===== src/rtl/sockit_pkg.sv =====
// Shared types and LFSR step for the sockit stream generator/checker pair.
// Used by sockit_lfsr32 and sockit_ffo_chk.
package sockit_pkg;

  typedef enum logic [1:0] {
    IDLE,
    RUN,
    DONE
  } state_t;

  localparam logic [31:0] LFSR_TAPS = 32'h8020_0003;

  // Galois right-shift form: feed the dropped bit back through the taps
  function automatic logic [31:0] lfsr_next(input logic [31:0] s);
    return (s >> 1) ^ (s[0] ? LFSR_TAPS : 32'h0);
  endfunction

endpackage


===== src/rtl/sockit_lfsr32.sv =====
// 32-bit Galois LFSR with load-on-reset seed and step enable.
// Shared by the ffo-side checker and the ffi-side generator.
module sockit_lfsr32
  import sockit_pkg::*;
(
  input  logic        ffo_clk,
  input  logic        ffo_rst,
  input  logic        en,
  input  logic [31:0] seed,
  output logic [31:0] out
);

  always_ff @(posedge ffo_clk) begin
    if (!ffo_rst) begin
      out <= seed;
    end else if (en) begin
      out <= lfsr_next(out);
    end
  end

endmodule


===== config.mk =====
export PLATFORM = sky130hd
export DESIGN_NAME = sockit_lfsr32
export DESIGN_NICKNAME = d
export VERILOG_FILES = /design/src/rtl/sockit_pkg.sv /design/src/rtl/sockit_lfsr32.sv
export SDC_FILE = /design/constraint.sdc
export NUM_CORES = 1
export LEC_CHECK = 0
export BUFFER_PORTS_ARGS = -buffer_cell sky130_fd_sc_hd__buf_2
export CORE_MARGIN = 3
export CORE_UTILIZATION = 50
export DETAILED_ROUTE_END_ITERATION = 16
export PLACE_DENSITY_LB_ADDON = 0.2
export SKIP_LAST_GASP = 1
export SYNTH_ARGS = -nofsm -noshare
export SYNTH_HDL_FRONTEND = slang
export SYNTH_SLANG_ARGS = --single-unit

===== constraint.sdc =====
create_clock -name ffo_clk -period 6.2 [get_ports ffo_clk]
set_input_delay 1.86 -clock ffo_clk [delete_from_list [all_inputs] [get_ports ffo_clk]]
set_output_delay 1.86 -clock ffo_clk [all_outputs]
set_load 0.01 [all_outputs]

==> run metrics, run 1 <==
CP required between 6 and 7 ns; Ys Warns 0; post-CTS setup buffer count 0; Resized cells post-CTS 0; crit path kind in -> reg; vias 903; Worst slew margin a little under two fifths; FF+latch count, synth 32; CP max FO 36; max-cap violations 0; Data arrival, critical path between 3 and 4 ns; Synth Cell Area 1500 sq um; Total Power just under 500 uW; CTS sink cnt 32; largest net degree at the start of global routing 37; CP Launch Type input pin; syn_nets 110; Largest register FFs 32; CP Capture Type flop; Residual DRC 0; slew at the pin closest to its max-slew limit between 0.9 and 1 ns; syn_area_per_cell 19.9 sq um; CP delay by family, top buffers and inverters; Initial Utilization 53.3%; Buf/Inv on CP 2; Longest Clk Path Bufs 2; Setup WS pre-CTS 2.46 ns; final RePlAce weighted congestion 0.680; unrepaired setup endpoints after global routing false; chip width 60.7 um; Final Skew approximately 0.0046 ns; min Tclk post-route 3.37 ns; Final Cycle Share a little over half; synth top area cells edfxtp_1 64%, mux2_4 23%, mux2_2 4.5%; Yosys top cell by area edfxtp_1; Largest regs out x32; DR WL/cell around 15 um; Syn Inst Count 75; clock buffer count from CTS 5; Reg with most FFs out; Clock Root Buffer clkbuf_4; Yosys top cell area share between 60% and 70%; Peak VDD IR between 0.00015 and 0.0002 V; vias per cell 5.10; Pwr Density 260 nW/um^2; Pleak about 0.85 nW; diode count 0; num rows 19; final slew viol count 0; total gr overflow 0; final hold violation count 0; Distinct cells, synth 9; Syn-to-layout area delta 24.3%; fmax between 200 and 300 MHz; setup TNS 0 ns; share of cells above drive strength 1 69.2%; total I/O pin count between 60 and 70; cts-stage hold buffer count 0; hpwl dp between 1500 and 2000 um; Final Worst Setup Slack between 2 and 3 ns; type of the most critical hold path reg -> reg; # setup viols final 0; worst-path cell chain buf_2 > nand2b_1 > buf_4; initial DRC count 29; largest stage delay on the critical path 0.70 ns; placed cell areas about 1800 sq um; Post-Route WL approximately 2700 um; status complete, no violations; NumNets Final 180; number of global-route vias before repair 873; Seq/Total Area, Yosys between 60% and 70%; CTS tree yes; Max H-tree Level 2; die area 3680 sq um; clock-pin slew on the worst setup and hold paths ~0.09 ns; Detailed Routing Iterations Pass 1 3; Die H around 61 um; design area between 1500 and 2000 sq um; Global Route Usage Sum 15.6%; first-pass GRT wire length 3970 um; clk_lat worst skew 0.32 ns; CP max-delay cell buf_2; IO buf count 66; number of routed nets with antenna violations 0; initial antenna violation count 0; core box area about 2800 sq um
## path summary, 6_finish.rpt
kind,start,cells past startpoint,endpoint,slack (ns)
worst min-delay path,out[30],1,out[29],0.59
worst max register to register,out[0],2,out[21],5.10
worst min register to register,out[30],1,out[29],0.59
worst max-delay path,ffo_rst,3,out[2],2.83
## where the power goes
part,internal [mW],switching [mW]
clock network,0.0436,0.0649
registers,0.268,0.0135
logic,0.0536,0.0397
## synthesized netlist by cell type (all sizes together)
library cell and count:
edfxtp 32, mux2 29, buf 4, a21oi 3, nor2 3, xnor2 3
nand2b 1
## cell type report
| type | count | area, sq um |
|---|---|---|
| Clock buffer | 7 | 45.0 |
| Fill cell | 231 | 947 |
| Tap cell | 31 | 38.8 |
| Sequential cell | 32 | 961 |
| Timing Repair Buffer | 67 | 338 |
| Multi-Input combinational cell | 39 | 472 |
| Clock inverter | 1 | 3.75 |
## metrics by stage
stage               util (%)  hold slack, ns  std cells
finish                  66.2           0.588        177
detailed placement      64.5           0.562        169
global route            66.2           0.606        177
global placement        64.5           0.558        169
floorplan                  -           0.626         75
CTS                     66.2           0.590        177
## logic make-up (layout without fill, tap and decap cells)
logic type	after synthesis	count (layout)	synth area share [%]
AOI/OAI and AO/OA	3	3	1.00
xor gates and xnor gates	3	3	1.76
buffers and inverters	4	75	4.18
DFF	32	32	64.3
muxes	29	29	27.6
and+or+nand+nor	4	4	1.17
## cells in the final DEF (no fill, tap or decap)
master,n
edfxtp_1,32
buf_4,1
xnor2_1,3
clkinv_1,1
mux2_4,23
nand2b_1,1
nor2_1,3
a21oi_1,3
clkbuf_1,2
clkbuf_4,5
buf_2,66
mux2_2,6
## layer usage
metal / GRT usage (%) / part of all wire [%] / routed length [um]
met5: 0 / 0 / 0
met4: 9.29 / 1.8 / 48
met1: 19.6 / 41 / 1120
met3: 4.89 / 7.8 / 210
met2: 23.5 / 49 / 1330
Note: power is estimated with default switching activity, not from simulation.
==> run 2, diff against run 1 <==
- CORE_UTILIZATION: 50 -> 46
- clock period: 6.2 -> 3.4 ns (I/O delays scaled with it)
==> run metrics, run 2 (synthesized netlist as in run 1, its figures left out) <==
Die H ~63 um; share of cells above drive strength 1 70.9%; crit path kind reg -> out; Post-Route WL around 2700 um; CP Launch Type flop; Longest Clk Path Bufs 2; # setup viols final 0; final RePlAce weighted congestion between 0.6 and 0.7; Switch Pwr ~230 uW; CP required approximately 2.4 ns; Largest register FFs 32; number of routed nets with antenna violations 0; type of the most critical hold path reg -> reg; Initial Utilization between 40% and 50%; total gr overflow 0; Pwr Density around 500 nW/um^2; DR WL/cell 14.3 um; vias per cell 4.66; CP max FO 5; status complete, no violations; CTS sink cnt 32; Detailed Routing Iterations Pass 1 4; vias around 890; Final Cycle Share roughly three fifths; CP max-delay cell edfxtp_1; Net Sw Frac between 20% and 30%; Global Route Usage Sum ~15%; clock share of power a little under 30%; CP delay by family, top flip-flops; Stages on worst setup path 1; Buf/Inv on CP 1; diode count 0; unrepaired setup endpoints after global routing false; CTS tree yes; final slew viol count 0; combinational power share about 18%; r2r setup slk approximately 2.4 ns; Peak VDD IR between 0.0003 and 0.0004 V; clk_lat worst skew roughly 0.33 ns; Pleak between 0.8 and 0.9 nW; cts-stage hold buffer count 0; hpwl dp about 2000 um; Worst slew margin between 60% and 70%; max-cap violations 0; Final Skew roughly 0.011 ns; number of global-route vias before repair about 900; min Tclk post-route roughly 2.0 ns; final hold violation count 0; Data arrival, critical path ~1.0 ns; clock buffer count from CTS 5; NumNets Final roughly 180; die area between 3000 and 4000 sq um; Residual DRC 0; # fillers approximately 240; fmax 493 MHz; FF-to-FF path depth 2; Largest regs out x32; IO buf count 66; initial DRC count 9; setup TNS 0 ns; worst-path cell chain buf_2; Seq pwr share between 50% and 60%; Int Power between 700 and 800 uW; Max H-tree Level 2; Clock Root Buffer clkbuf_4; core box area ~3000 sq um; clock-pin slew on the worst setup and hold paths around 0.10 ns; total I/O pin count 67; hold depth 1; first-pass GRT wire length around 4400 um; Reg with most FFs out; slew at the pin closest to its max-slew limit 0.546 ns; largest net degree at the start of global routing 37; chip width roughly 63 um; initial antenna violation count 0; post-placement cell count roughly 180; most frequent cells in the layout 66 x buf_2, 32 x edfxtp_1, 23 x mux2_4; largest stage delay on the critical path 0.49 ns; post-CTS setup buffer count 0; num rows 20; fin cells between 150 and 200; commonest non-fill, non-tap cell in the layout buf_2; Syn-to-layout area delta 28.2%; CP Capture Type primary output; Resized cells post-CTS 0
==> run 2: final cells by class <==
| type | instances | area [sq um] | share of cell area, % |
|---|---|---|---|
| sequential | 32 | 961 | 50.1 |
| tap | 44 | 55.1 | 2.87 |
| clock buffer | 6 | 41.3 | 2.15 |
| clock inverter | 2 | 35.0 | 1.83 |
| multi-input combinational | 39 | 472 | 24.6 |
| timing repair buffer | 69 | 353 | 18.4 |
==> run 2: stage by stage <==
stage          utilization [%]  hold slack, ns  worst slack [ns]  total power, mW  area, sq um
6_report                  62.3           0.576              1.37            0.968         1920
5_1_grt                   62.3           0.611              1.31             1.02         1920
4_1_cts                   62.3           0.583              1.34            0.978         1920
3_5_place_dp              59.8           0.565              1.17            0.696         1840
3_3_place_gp              59.8           0.559              1.20            0.692         1840
2_1_floorplan                -           0.626             0.960            0.627         1500
==> run 2: layer usage <==
layer | global-route usage, % | wire length, um | part of all wire (%)
met1 | 19.4 | 1150 | 42
met2 | 20.7 | 1250 | 46
met5 | 0 | 0 | 0
met4 | 4.96 | 29 | 1.1
met3 | 7.19 | 304 | 11
==> run 2: worst paths after layout <==
path / from / end
worst max-delay path: out[0] / out[0]
worst min-delay path: out[16] / out[15]
worst max register to register: out[0] / out[21]
worst min register to register: out[16] / out[15]
==> run 2: power by group through the flow <==
stage | Sequential (mW) | Clock (mW) | Combinational, mW
6_report | 0.515 | 0.282 | 0.171
5_1_grt | 0.522 | 0.311 | 0.185
4_1_cts | 0.515 | 0.289 | 0.174
3_5_place_dp | 0.523 | 0 | 0.174
3_3_place_gp | 0.522 | 0 | 0.170
2_1_floorplan | 0.543 | 0 | 0.0848
==> run 3, diff against run 2 <==
- ABC_AREA: unset -> 1
- CORE_UTILIZATION: 46 -> 45
- clock period: 3.4 -> 2 ns (I/O delays scaled with it)
==> run metrics, run 3 <==
slew at the pin closest to its max-slew limit around 0.3 ns; Buf/Inv on CP 1; vias about 1200; Seq pwr share 61.2%; most frequent cells in the layout 97 x nand2_1, 66 x buf_2, 32 x edfxtp_1; NumNets Final 250; number of routed nets with antenna violations 0; synth top area cells edfxtp_1 69%, nand2_1 26%, buf_2 2.1%; Longest Clk Path Bufs 2; Ys Warns 0; fmax 649 MHz; type of the most critical hold path in -> reg; Yosys top cell by area edfxtp_1; total I/O pin count 67; cts-stage hold buffer count 0; clk_lat worst skew between 0.3 and 0.4 ns; first-pass GRT wire length ~4400 um; commonest non-fill, non-tap cell in the layout nand2_1; CP Capture Type primary output; combinational power share 17.4%; Peak VDD IR about 0.00047 V; Seq/Total Area, Yosys between 60 and 70%; syn_area_per_cell roughly 9.7 sq um; Pwr Density 779 nW/um^2; largest stage delay on the critical path ~0.45 ns; Initial Utilization between 40% and 50%; Final Cycle Share between 70% and 80%; most frequent cells after synthesis 97 x nand2_1, 32 x edfxtp_1, 6 x buf_2, 4 x inv_1, 3 x nand3_1; syn_nets 180; Post-Route WL between 3000 and 4000 um; Residual DRC 0; asr flop ratio synth 0%; unrepaired setup endpoints after global routing false; clock-pin slew on the worst setup and hold paths ~0.090 ns; top-count cell post-synth nand2_1; final slew viol count 0; total gr overflow 0; IO buf count between 60 and 70; initial DRC count 37; share of cells above drive strength 1 between 30% and 40%; CTS tree yes; largest net degree at the start of global routing 33; status complete, no violations; post-CTS setup buffer count 0; Int Power between 1 and 1.5 mW; max-cap violations 0; Worst slew margin between 70 and 80%; Pleak between 0.9 and 1 nW; diode count 0; chip width about 60 um; final hold violation count 0; initial antenna violation count 0; clock buffer count from CTS 5; Detailed Routing Iterations Pass 1 4; multi-input logic area ~400 sq um; clock share of power between 20% and 30%; crit path kind reg -> out; final RePlAce weighted congestion between 0.6 and 0.7; vias per cell about 4.8; Total Power roughly 1.4 mW; setup TNS 0 ns; Yosys top cell area share 68.6%; Largest register FFs 32; worst-path cell chain buf_2; Switch Pwr roughly 360 uW; Syn Inst Count 145; EDFF count, synth 32; Reg with most FFs out; Net Sw Frac between 20% and 30%; CP required between 1 and 1.5 ns; FF+latch count, synth 32; hpwl dp 2150 um; CP Launch Type flop; # setup viols final 0; CTS sink cnt 32; Max H-tree Level 2; Clock Root Buffer clkbuf_4; CP max-delay cell edfxtp_1; Distinct cells, synth 8; number of global-route vias before repair just over 1000; ys flop type edfxtp_1; CP delay by family, top flip-flops; core box area 2850 sq um; CP max FO 5; DR WL/cell 12.4 um; Data arrival, critical path approximately 0.94 ns; min Tclk post-route between 1.5 and 2 ns; Largest regs out x32; Syn-to-layout area delta 29.4%; register area slightly below 1000 sq um; Die H between 60 and 70 um; Synth Cell Area 1400 sq um; Resized cells post-CTS 0; Global Route Usage Sum about 17%; num rows 19; # fillers between 200 and 300; Final Skew 0.0106 ns; die area roughly 3800 sq um
run 3: metrics by stage:
stage                     setup slack [ns]  util (%)  std cells  cell area [sq um]  hold slack, ns
after floorplan                      0.184         -        145               1400           0.586
after global placement               0.431      62.2        239               1770           0.530
after detailed placement             0.408      62.2        239               1770           0.536
after CTS                            0.439      63.5        244               1810           0.523
after global routing                 0.399      63.5        244               1810           0.529
final                                0.459      63.5        244               1810           0.540
run 3: cells by family (layout without fill, tap and decap cells):
| group | count (synthesis) | after routing | synth area share [%] |
|---|---|---|---|
| and+or+nand+nor | 101 | 101 | 27.5 |
| AOI/OAI and AO/OA | 1 | 1 | 0.357 |
| buffers and inverters | 11 | 79 | 3.48 |
| DFF | 32 | 32 | 68.6 |
run 3: area by class of cell:
cell class / instances / share of cell area (%)
inverters: 5 / 1.04
repair buffers: 69 / 20.2
flip-flops and latches: 32 / 53.0
multi-input cells: 102 / 21.5
clock buffers: 5 / 2.07
well taps: 31 / 2.14
run 3: path summary, 6_finish.rpt:
check / from / end / cells after the start / slack [ns]
max: out[0] / out[0] / 1 / 0.46
min: seed[16] / out[16] / 3 / 0.54
max reg2reg: out[0] / out[0] / 4 / 1.00
min reg2reg: out[24] / out[23] / 2 / 0.55
run 3: per-layer routing:
| layer | track usage [%] | up-vias | wire length [um] |
|---|---|---|---|
| met5 | 0 | - | 0 |
| met1 | 21.2 | 514 | 1340 |
| met4 | 6.36 | 0 | 31 |
| met2 | 25.6 | 43 | 1420 |
| li1 | - | 601 | - |
| met3 | 6.40 | 4 | 225 |
run 3: power by group through the flow:
stage               logic (mW)  registers (mW)  clock network [mW]
global route             0.279           0.873               0.337
floorplan               0.0891           0.911                   0
CTS                      0.250           0.864               0.317
detailed placement       0.250           0.878                   0
global placement         0.245           0.876                   0
finish                   0.245           0.864               0.302
